### config.mk
export PLATFORM = sky130hd
export DESIGN_NAME = ysyx_23060042_mem_arb
export DESIGN_NICKNAME = d
export VERILOG_FILES = /design/src/rtl/ysyx_23060042_pkg.sv /design/src/rtl/ysyx_23060042_mem_arb.sv
export SDC_FILE = /design/constraint.sdc
export NUM_CORES = 1
export LEC_CHECK = 0
export ABC_AREA = 0
export BUFFER_PORTS_ARGS = -buffer_cell sky130_fd_sc_hd__buf_2
export CORE_UTILIZATION = 39
export CTS_CLUSTER_SIZE = 30
export DETAILED_ROUTE_END_ITERATION = 12
export PLACE_DENSITY_LB_ADDON = 0.12
export SLEW_MARGIN = 20
export SYNTH_ARGS = -nofsm -noshare
export SYNTH_HDL_FRONTEND = slang
export SYNTH_SLANG_ARGS = --single-unit
### constraint.sdc
create_clock -name clk -period 2.5 [get_ports clk]
set_clock_uncertainty 0.2 [all_clocks]
set_input_delay 0.125 -clock clk [delete_from_list [all_inputs] [get_ports clk]]
set_output_delay 0.125 -clock clk [all_outputs]
set_load 0.1 [all_outputs]
### src/rtl/ysyx_23060042_pkg.sv
// Shared types and constants for the ysyx_23060042 core memory subsystem.
package ysyx_23060042_pkg;

  typedef enum logic [1:0] {
    IDLE = 2'd0,
    REQ  = 2'd1,
    WAIT = 2'd2
  } mem_arb_state_t;

  localparam logic OWN_IFU = 1'b0;
  localparam logic OWN_LSU = 1'b1;

endpackage

### src/rtl/ysyx_23060042_mem_arb.sv
// Round-robin IFU/LSU arbiter onto a single memory port, one access in flight,
// with a sticky watchdog flag for a memory that never answers.
module ysyx_23060042_mem_arb
  import ysyx_23060042_pkg::*;
#(
  parameter int TIMEOUT = 1024
) (
  input  logic        clk,
  input  logic        rst,
  input  logic        if_valid,
  output logic        if_ready,
  input  logic [31:0] if_addr,
  output logic        if_rvalid,
  input  logic        ls_valid,
  output logic        ls_ready,
  input  logic [31:0] ls_addr,
  input  logic        ls_wen,
  input  logic [31:0] ls_wdata,
  input  logic [3:0]  ls_wmask,
  output logic        ls_rvalid,
  output logic [31:0] rdata,
  output logic        m_req_valid,
  input  logic        m_req_ready,
  output logic [31:0] m_addr,
  output logic [31:0] m_wdata,
  output logic        m_wen,
  output logic [3:0]  m_wmask,
  input  logic        m_resp_valid,
  input  logic [31:0] m_rdata,
  output logic        timeout
);

  localparam int CW = $clog2(TIMEOUT + 1);

  mem_arb_state_t state, state_nxt;
  logic           last;
  logic           owner;
  logic           grant;
  logic           grant_vld;
  logic [CW-1:0]  wd_cnt;

  assign m_req_valid = (state == REQ);
  assign rdata       = m_rdata;

  always_comb begin
    state_nxt = state;
    grant     = OWN_IFU;
    grant_vld = 1'b0;
    if_ready  = 1'b0;
    ls_ready  = 1'b0;
    if_rvalid = 1'b0;
    ls_rvalid = 1'b0;
    case (state)
      IDLE: begin
        // On a tie the requester that did not win last time goes next.
        if (if_valid && ls_valid) grant = ~last;
        else if (ls_valid)        grant = OWN_LSU;
        else                      grant = OWN_IFU;
        grant_vld = if_valid | ls_valid;
        if_ready  = grant_vld && (grant == OWN_IFU);
        ls_ready  = grant_vld && (grant == OWN_LSU);
        if (grant_vld) state_nxt = REQ;
      end
      REQ: begin
        if (m_req_ready) state_nxt = WAIT;
      end
      WAIT: begin
        if (m_resp_valid) begin
          if (owner == OWN_IFU) if_rvalid = 1'b1;
          else                  ls_rvalid = 1'b1;
          state_nxt = IDLE;
        end
      end
      default: state_nxt = IDLE;
    endcase
  end

  always_ff @(posedge clk or posedge rst) begin
    if (rst) begin
      state   <= IDLE;
      last    <= OWN_LSU;
      owner   <= OWN_IFU;
      m_addr  <= '0;
      m_wdata <= '0;
      m_wen   <= 1'b0;
      m_wmask <= '0;
      wd_cnt  <= '0;
      timeout <= 1'b0;
    end else begin
      state <= state_nxt;
      if (state == IDLE && grant_vld) begin
        owner <= grant;
        last  <= grant;
        if (grant == OWN_IFU) begin
          m_addr  <= if_addr;
          m_wdata <= '0;
          m_wen   <= 1'b0;
          m_wmask <= '0;
        end else begin
          m_addr  <= ls_addr;
          m_wdata <= ls_wdata;
          m_wen   <= ls_wen;
          m_wmask <= ls_wmask;
        end
      end
      if (state == REQ && m_req_ready) begin
        wd_cnt <= '0;
      end else if (state == WAIT && !m_resp_valid) begin
        if (wd_cnt != CW'(TIMEOUT)) wd_cnt <= wd_cnt + CW'(1);
        // Registered one cycle early so the flag is visible in the TIMEOUT-th WAIT cycle.
        if (wd_cnt == CW'(TIMEOUT - 2)) timeout <= 1'b1;
      end
    end
  end

endmodule

-- Word-level counts from Yosys, hierarchy flattened
Index checks and enable logic that the tools add are counted.
- register bits: 85
- input bits: 139
- output and inout port bits: 107
- word-level logic and storage cells: 58
- add/sub/neg operators: 1
- equal/unequal tests: 7
- mux-type cells: 24
- bitwise gates (word level): 4
- reduce and logical (&&, ||, !) cells: 13
- operators with widths (operator ; count):
    $mux 32 ; 2
    $mux 11 ; 3
    $mux 1 ; 14
    $add 11x1->11 const B ; 1
    $eq 11x10->1 const B ; 1
    $ne 11x11->1 const B ; 1
    $logic_and 1x1->1 ; 6
    $mux 2 ; 3
    $pmux 2 s3 ; 1
    $reduce_and 3->1 ; 2
    $mux 4 ; 1
    $ne 2x2->1 const B ; 2
    $reduce_bool 2->1 ; 2
    $not 1->1 ; 3
    $eq 2x1->1 const B ; 1
    $eq 2x2->1 const B ; 1
    $logic_not 2->1 ; 1
    $ne 2x1->1 const B ; 1
    $reduce_and 2->1 ; 1
    $logic_not 1->1 ; 1
    $or 1x1->1 ; 1

-- Depth between registers and ports, before layout
Gate-level depths: netlist (run 1).
- word-level depth: 6
- depth in mapped cells: 5
- gate-level depth less buffers: 4

-- Least setup slack after synthesis (run 1)
Ideal clock, no wire load.
- path kind: reg2out
- from: reg state[0]
- to: out if_ready
- arrival: 2.365 ns
- data required time: 2.175 ns
- path slack: -0.190 ns
- cell stages (with the launch flop): 5
- buffers on the path: 1
- cells stage by stage: dfrtp_1 nor2_1 nand2_1 clkbuf_1 nor2_1
- word-level cells in the longest chain between the ends: 2
- RTL lines (element ; line ; RTL):
    start: declaration ; ysyx_23060042_mem_arb.sv:35 ; mem_arb_state_t state, state_nxt;
    start signal: assignment ; ysyx_23060042_mem_arb.sv:90 ; state <= state_nxt;
    $logic_not 2->1 ; ysyx_23060042_mem_arb.sv:53 ; case (state)
    $mux 1 ; ysyx_23060042_mem_arb.sv:53 ;
    end: declaration ; ysyx_23060042_mem_arb.sv:11 ; output logic if_ready,
Every way passes these cells.

-- Final worst setup path (run 1)
- from: reg state[0]
- to: reg m_addr[1]
- word-level cells in the longest chain between the ends: 3
- elaborated cells on any way between the ends: 5
- those cells by class: mux: 3; reduce/logical: 2
- RTL lines (element ; line ; RTL):
    $logic_not 2->1 * ; ysyx_23060042_mem_arb.sv:53, ysyx_23060042_mem_arb.sv:91 ;
    $mux 1 ; ysyx_23060042_mem_arb.sv:53 ;
    $mux 32 or $logic_and 1x1->1 (tied branches) ; ysyx_23060042_mem_arb.sv:94, ysyx_23060042_mem_arb.sv:91 ;
    end signal: assignment ; ysyx_23060042_mem_arb.sv:95 ; m_addr <= if_addr;
    end signal: assignment ; ysyx_23060042_mem_arb.sv:100 ; m_addr <= ls_addr;
    end: declaration ; ysyx_23060042_mem_arb.sv:24 ; output logic [31:0] m_addr,
Mark *: on every way between the ends. The rest lies on a longest branch, timed or not.
A chain may end at the register's enable or synchronous reset.

==> results.tsv, run 1 <==
stage	metric	value	unit
run_status	status	finished, final reports clean	
setup_path	start_kind	flop	
power	p_seq_share	22.9	%
synthesis	syn_avg_cell_area	10.2	sq um
layout	nFillCells	833	
setup_path	path_delay_family	buffers and inverters	
die	start_util	40.5	%
layout	final_common_cell	buf_2	
timing	finalSetupViolations	0	
cts	clk_latency	0.36	ns
cts	root_buffer	clkbuf_8	
layout	diodes	0	
setup_path	cp_slowest_cell	dlygate4sd3_1	
synthesis	yosys.cell_types.count	37	
synthesis	synth.area.top_cells	dfrtp_1 (53%), a22o_1 (8.1%), buf_4 (6.0%)	
power	p_leak	0.00300	uW
setup_path	path_max_fanout	41	
synthesis	syn_area	3980	sq um
layout	drive_above_1_share	33.7	%
cts	cts.clk_slew.worst_paths	0.08	ns
setup_path	endpoint_kind	flop	
timing	fin_crit_sh	93.9	%
synthesis	synth-async-reset-ratio	100	%
die	dieArea	10600	sq um
setup_path	path_cells	nor2_2 > buf_4 > a21oi_1 > o31ai_1 > dlygate4sd3_1	
route	wirelength	11800	um
placed_design	placed_area	4840	sq um
global_route	grt_pass1_vias	3832	
synthesis	seq_area_frac_synth	53.5	%
power	p_sw_share	59.3	%
placed_design	dp.cells	652	
route	first_pass_iters	4	
power	p_int	3900	uW
layout	final_cell_mix	buf_2 (179), dlygate4sd3_1 (104), dfrtp_1 (84), a22o_1 (37), o21ai_0 (35)	
global_route	grt_pass1_wl	18400	um
synthesis	synth_edf_count	0	
cts	clock_sinks	85	
setup_path	worstPathRequired	2.59	ns
die	core	9820	sq um
timing	hold_viol	0	
power	powerDensity	1580	nW/um^2
timing	tightestPinTransition	0.758	ns
power	irDropWorstVdd	0.000997	V
setup_path	critPathArrivalTime	2.44	ns
synthesis	yosys_warnings	0	
timing	fin_setup_tns	0	ns
synthesis	synth_top_area_share	52.8	%
timing	slew_viol_final	0	
route	drc	0	
cts	cts_buffers	9	
cts	clk_path_buf_depth	2	
route	wl_per_cell	15.3	um
synthesis	syn_nets	531	
global_route	overflow	0	
die	pin_count	246	
run	max-cap-violations	0	
placed_design	hpwl	7280	um
setup_path	cp_num_buf_inv	2	
synthesis	synth_seq_cells	85	
layout	area_delta_synth_final	52.8	%
cts	htreeDepth	3	
timing	rsz0062_at_grt	no	
die	die_h	103	um
setup_path	path_class	flop to flop	
global_route	grt_max_degree	42	
layout	design_area	6080	sq um
cts	cts_tree	yes	
route	drt-initial-drc-count	190	
timing	maxSlewHeadroom	49.3	%
global_route	grt_antenna_before_repair	0	
timing	max_clock_freq	0.426	GHz
timing	min_period	2.35	ns
power	power.switching	5690	uW
power	p_clk_share	10.4	%
setup_path	max_stage_delay	0.59	ns
layout	stdcell_count	771	
synthesis	syn-instance-count	389	
timing	fin_hold_ws	0.0500	ns
layout	fin_util	61.9	%
route	ant_nets	0	
layout	nets	776	
global_route	grt_usage	22.7	%
hold_path	hp-class	input port to output pin	
die	num_rows	36	
route	viasPerCell	5.22	
synthesis	synth_flop_cell	dfrtp_1	
placed_design	port_buffers	181	
placed_design	globalplace.congestion	0.758	
power	combPwrFrac	66.7	%
die	fp.dieW	103	um
route	vias	4024	
synthesis	yosys.area.top_type	dfrtp_1	
==> metrics by stage <==
stage / total power (uW) / worst slack, ns
detailed placement: 8030 / 0.457
global route: 10000 / 0.0238
floorplan: 7200 / 0.0492
global placement: 7990 / 0.496
CTS: 9600 / 0.224
finish: 9590 / 0.153
==> cell type report <==
| cell class | count | area, sq um | share of cell area (%) |
|---|---|---|---|
| clock buffers | 11 | 151 | 2.49 |
| well taps | 133 | 166 | 2.74 |
| clock inverters | 4 | 47.5 | 0.782 |
| repair buffers | 296 | 2080 | 34.3 |
| inverters | 8 | 33.8 | 0.556 |
| multi-input cells | 234 | 1470 | 24.2 |
| flip-flops and latches | 85 | 2130 | 35.0 |
==> per-layer routing <==
layer / share of wire, % / track usage [%] / routed length (um)
met5: 0 / 0 / 0
met4: 1.2 / 9.43 / 146
met3: 8.2 / 5.56 / 972
met2: 48 / 38.2 / 5690
met1: 42 / 27.9 / 4990
==> sequential cells by signal, indices dropped and copies added, names as in the netlist <==
register,count
m_wdata,32
m_wen,1
state,2
owner,1
m_addr,32
last,1
timeout,1
wd_cnt,11
m_wmask,4
==> power by group through the flow <==
| stage | registers (uW) | clock network [uW] | logic [uW] |
|---|---|---|---|
| final | 2190 | 997 | 6400 |
| after global routing | 2260 | 1080 | 6700 |
| after CTS | 2190 | 1030 | 6380 |
| after detailed placement | 2200 | 0 | 5840 |
| after global placement | 2200 | 0 | 5790 |
| after floorplan | 5580 | 0 | 1620 |
==> cells in the mapped netlist (2+ instances only) <==
library cell  instances
dfrtp_1              84
a22o_1               37
o21ai_0              35
buf_4                32
a21oi_1              28
nor2_1               28
o31ai_1              27
clkbuf_1             24
nand3_1              22
nand4_1              11
nand2_1              10
inv_1                 8
buf_2                 5
mux2i_1               5
nor4_1                4
ha_1                  3
or4_1                 3
a21o_1                2
nand2b_1              2
or3_1                 2
==> path summary, 6_finish.rpt <==
check / start / to / slack [ns] / depth (start not counted)
worst max-delay path: state[0]$_DFFE_PP0P_ / m_addr[1]$_DFFE_PP0P_ / 0.15 / 5
worst min-delay path: m_rdata[19] / rdata[19] / 0.05 / 0
worst max register to register: state[0]$_DFFE_PP0P_ / m_addr[1]$_DFFE_PP0P_ / 0.15 / 5
worst min register to register: timeout$_DFFE_PP0P_ / timeout$_DFFE_PP0P_ / 0.30 / 2
max in group asynchronous: rst / m_wdata[24]$_DFFE_PP0P_ / 1.09 / 4
min in group asynchronous: rst / m_wdata[2]$_DFFE_PP0P_ / 0.25 / 3
==> timing repair <==
action / in CTS / in global routing
hold buffers: 104 / 0
gates resized for setup: 0 / 0
buffers inserted: 0 / 0
hold endpoints to repair: 107 / 0
==> logic make-up (layout without fill, tap and decap cells) <==
| group | Yosys count | count (layout) | share of synthesized area, % |
|---|---|---|---|
| multiplexers | 5 | 5 | 1.26 |
| AND/OR/NAND/NOR | 93 | 93 | 11.9 |
| flip-flops | 85 | 85 | 53.5 |
| adder cells (fa/ha/maj) | 3 | 3 | 0.943 |
| buffers and inverters | 70 | 319 | 9.97 |
| AO/OA/AOI/OAI | 133 | 133 | 22.4 |
(Power assumes the default switching activity.)
==> inputs of run 2 (changes only) <==
- CORE_ASPECT_RATIO: not set -> 0.9
- CORE_UTILIZATION: 39 -> 43
- TNS_END_PERCENT: not set -> 20
- clock period: 2.5 -> 2.45 ns (I/O delays scaled with it)
==> run 2 against run 1 <==
Net effect: register-to-register slack worse by 0.02 ns; sequential power is 3% higher; critical path type unchanged; die area is 9.1% lower; core utilization is 7.8 points higher; critical path depth is 1 higher; worst setup slack worse by 0.019 ns; count of clock-buffer cells in the layout is 2 lower.
==> results.tsv, run 2 (synthesis results as in run 1) <==
stage	metric	value	unit
route	vias	4088	
die	pin_count	246	
power	power.switching	5870	uW
die	num_rows	32	
hold_path	hp-class	input port to flop	
run	max-cap-violations	0	
cts	postCtsSetupBuffers	0	
layout	final_cell_mix	buf_2 (179), dlygate4sd3_1 (104), dfrtp_1 (84), a22o_1 (37), o21ai_0 (35)	
power	p_seq_share	23.0	%
power	p_sw_share	59.8	%
setup_path	endpoint_kind	flop	
cts	clock_sinks	85	
timing	tightestPinTransition	0.626	ns
cts	htreeDepth	3	
layout	multi_input_area	1480	sq um
power	powerDensity	1610	nW/um^2
timing	finalSetupViolations	0	
global_route	use_met1	32.0	%
placed_design	globalplace.congestion	0.767	
layout	area_delta_synth_final	53.5	%
layout	nets	777	
cts	clk_latency	0.36	ns
setup_path	critPathArrivalTime	2.42	ns
route	drt-initial-drc-count	211	
cts	cts_buffers	9	
power	p_leak	0.00300	uW
placed_design	dp.cells	639	
timing	fin_crit_sh	94.5	%
setup_path	worstPathRequired	2.55	ns
setup_path	start_kind	flop	
setup_path	path_delay_family	buffers and inverters	
global_route	grt_antenna_before_repair	0	
layout	design_area	6110	sq um
route	drc	0	
cts	root_buffer	clkbuf_8	
layout	register_area	2130	sq um
power	p_int	3940	uW
timing	max_clock_freq	0.432	GHz
cts	clk_path_buf_depth	2	
setup_path	path_cells	nor2_4 > buf_4 > buf_4 > nand4_1 > nand3_1 > dlygate4sd3_1	
die	die_h	93.3	um
timing	rsz0062_at_grt	no	
die	start_util	45.4	%
setup_path	cp_slowest_cell	dlygate4sd3_1	
placed_design	hpwl	7410	um
global_route	grt_max_degree	43	
power	combPwrFrac	65.4	%
cts	cts_tree	yes	
setup_path	max_stage_delay	0.54	ns
layout	diodes	0	
timing	slew_viol_final	0	
cts	cts.clk_slew.worst_paths	0.09	ns
route	ant_nets	0	
global_route	grt_usage	25.3	%
timing	maxSlewHeadroom	58.2	%
global_route	top_usage_layer	met2	
timing	setup_ws	0.135	ns
layout	final_common_cell	buf_2	
timing	fin_hold_ws	0.0277	ns
timing	min_period	2.32	ns
route	wl_per_cell	16.3	um
run_status	status	finished, final reports clean	
power	irDropWorstVdd	0.000954	V
layout	stdcell_count	759	
global_route	grt_pass1_vias	3914	
power	p_clk_share	11.6	%
die	core	8770	sq um
die	dieArea	9650	sq um
route	first_pass_iters	4	
setup_path	cpMostUsedCell	buf_4	
global_route	grt_pass1_wl	18700	um
placed_design	dp_slack	0.407	ns
global_route	met3_usage	6.50	%
setup_path	path_max_fanout	25	
global_route	overflow	0	
route	viasPerCell	5.39	
timing	hold_viol	0	
placed_design	placed_area	4840	sq um
placed_design	port_buffers	181	
setup_path	cp_num_buf_inv	3	
setup_path	path_class	flop to flop	
layout	drive_above_1_share	34.1	%
layout	largestRegisters	m_addr: 32 flops, m_wdata: 32 flops, wd_cnt: 11 flops	
route	wirelength	12400	um
die	fp.dieW	103	um
layout	nFillCells	663	
setup_path	r2r_slack	0.13	ns
global_route	grtUsageMet2	42.9	%
layout	fin_util	69.7	%
==> run 2: worst reg2reg max path: cells and delay by family (launching register included) <==
kind	cells	cell delay (ns)
buffers and inverters	3	1.11
DFF	1	0.47
and+or+nand+nor	3	0.49
==> run 2: cell type report <==
cell class / count / share of cell area (%)
clock buffers: 9 / 2.03
clock inverters: 7 / 1.68
inverters: 8 / 0.553
multi-input cells: 234 / 24.2
flip-flops and latches: 85 / 34.8
well taps: 119 / 2.44
repair buffers: 297 / 34.2
==> run 2: final timing paths <==
check | from | to | depth (start not counted)
max | state[0]$_DFFE_PP0P_ | m_addr[4]$_DFFE_PP0P_ | 6
min | ls_valid | m_addr[27]$_DFFE_PP0P_ | 4
max in group asynchronous | rst | m_addr[7]$_DFFE_PP0P_ | 4
max reg2reg | state[0]$_DFFE_PP0P_ | m_addr[4]$_DFFE_PP0P_ | 6
min reg2reg | timeout$_DFFE_PP0P_ | timeout$_DFFE_PP0P_ | 2
min in group asynchronous | rst | m_wdata[7]$_DFFE_PP0P_ | 3
==> run 2: metal layers <==
| metal | routed length (um) | vias to the layer above |
|---|---|---|
| li1 | - | 1883 |
| met1 | 5150 | 1972 |
| met2 | 6070 | 216 |
| met3 | 970 | 17 |
| met4 | 157 | 0 |
| met5 | 0 | - |
==> run 2: power by group through the flow <==
| stage | clock network (uW) | registers, uW | logic [uW] |
|---|---|---|---|
| 2_1_floorplan | 0 | 5690 | 1660 |
| 3_3_place_gp | 0 | 2240 | 5930 |
| 3_5_place_dp | 0 | 2250 | 5980 |
| 4_1_cts | 1170 | 2240 | 6390 |
| 5_1_grt | 1220 | 2320 | 6680 |
| 6_report | 1140 | 2260 | 6420 |
==> run 2: timing repair <==
item	4_1_cts	5_1_grt
hold buffers	104	0
endpoints found under the hold margin	101	0
resized for setup	0	1
setup endpoints to repair	0	14
==> run 2: through the flow <==
| stage | TNS, ns | power (uW) |
|---|---|---|
| floorplan | -0.00534 | 7350 |
| finish | 0 | 9810 |
| global placement | 0 | 8170 |
| detailed placement | 0 | 8230 |
| CTS | 0 | 9800 |
| global route | 0 | 10200 |
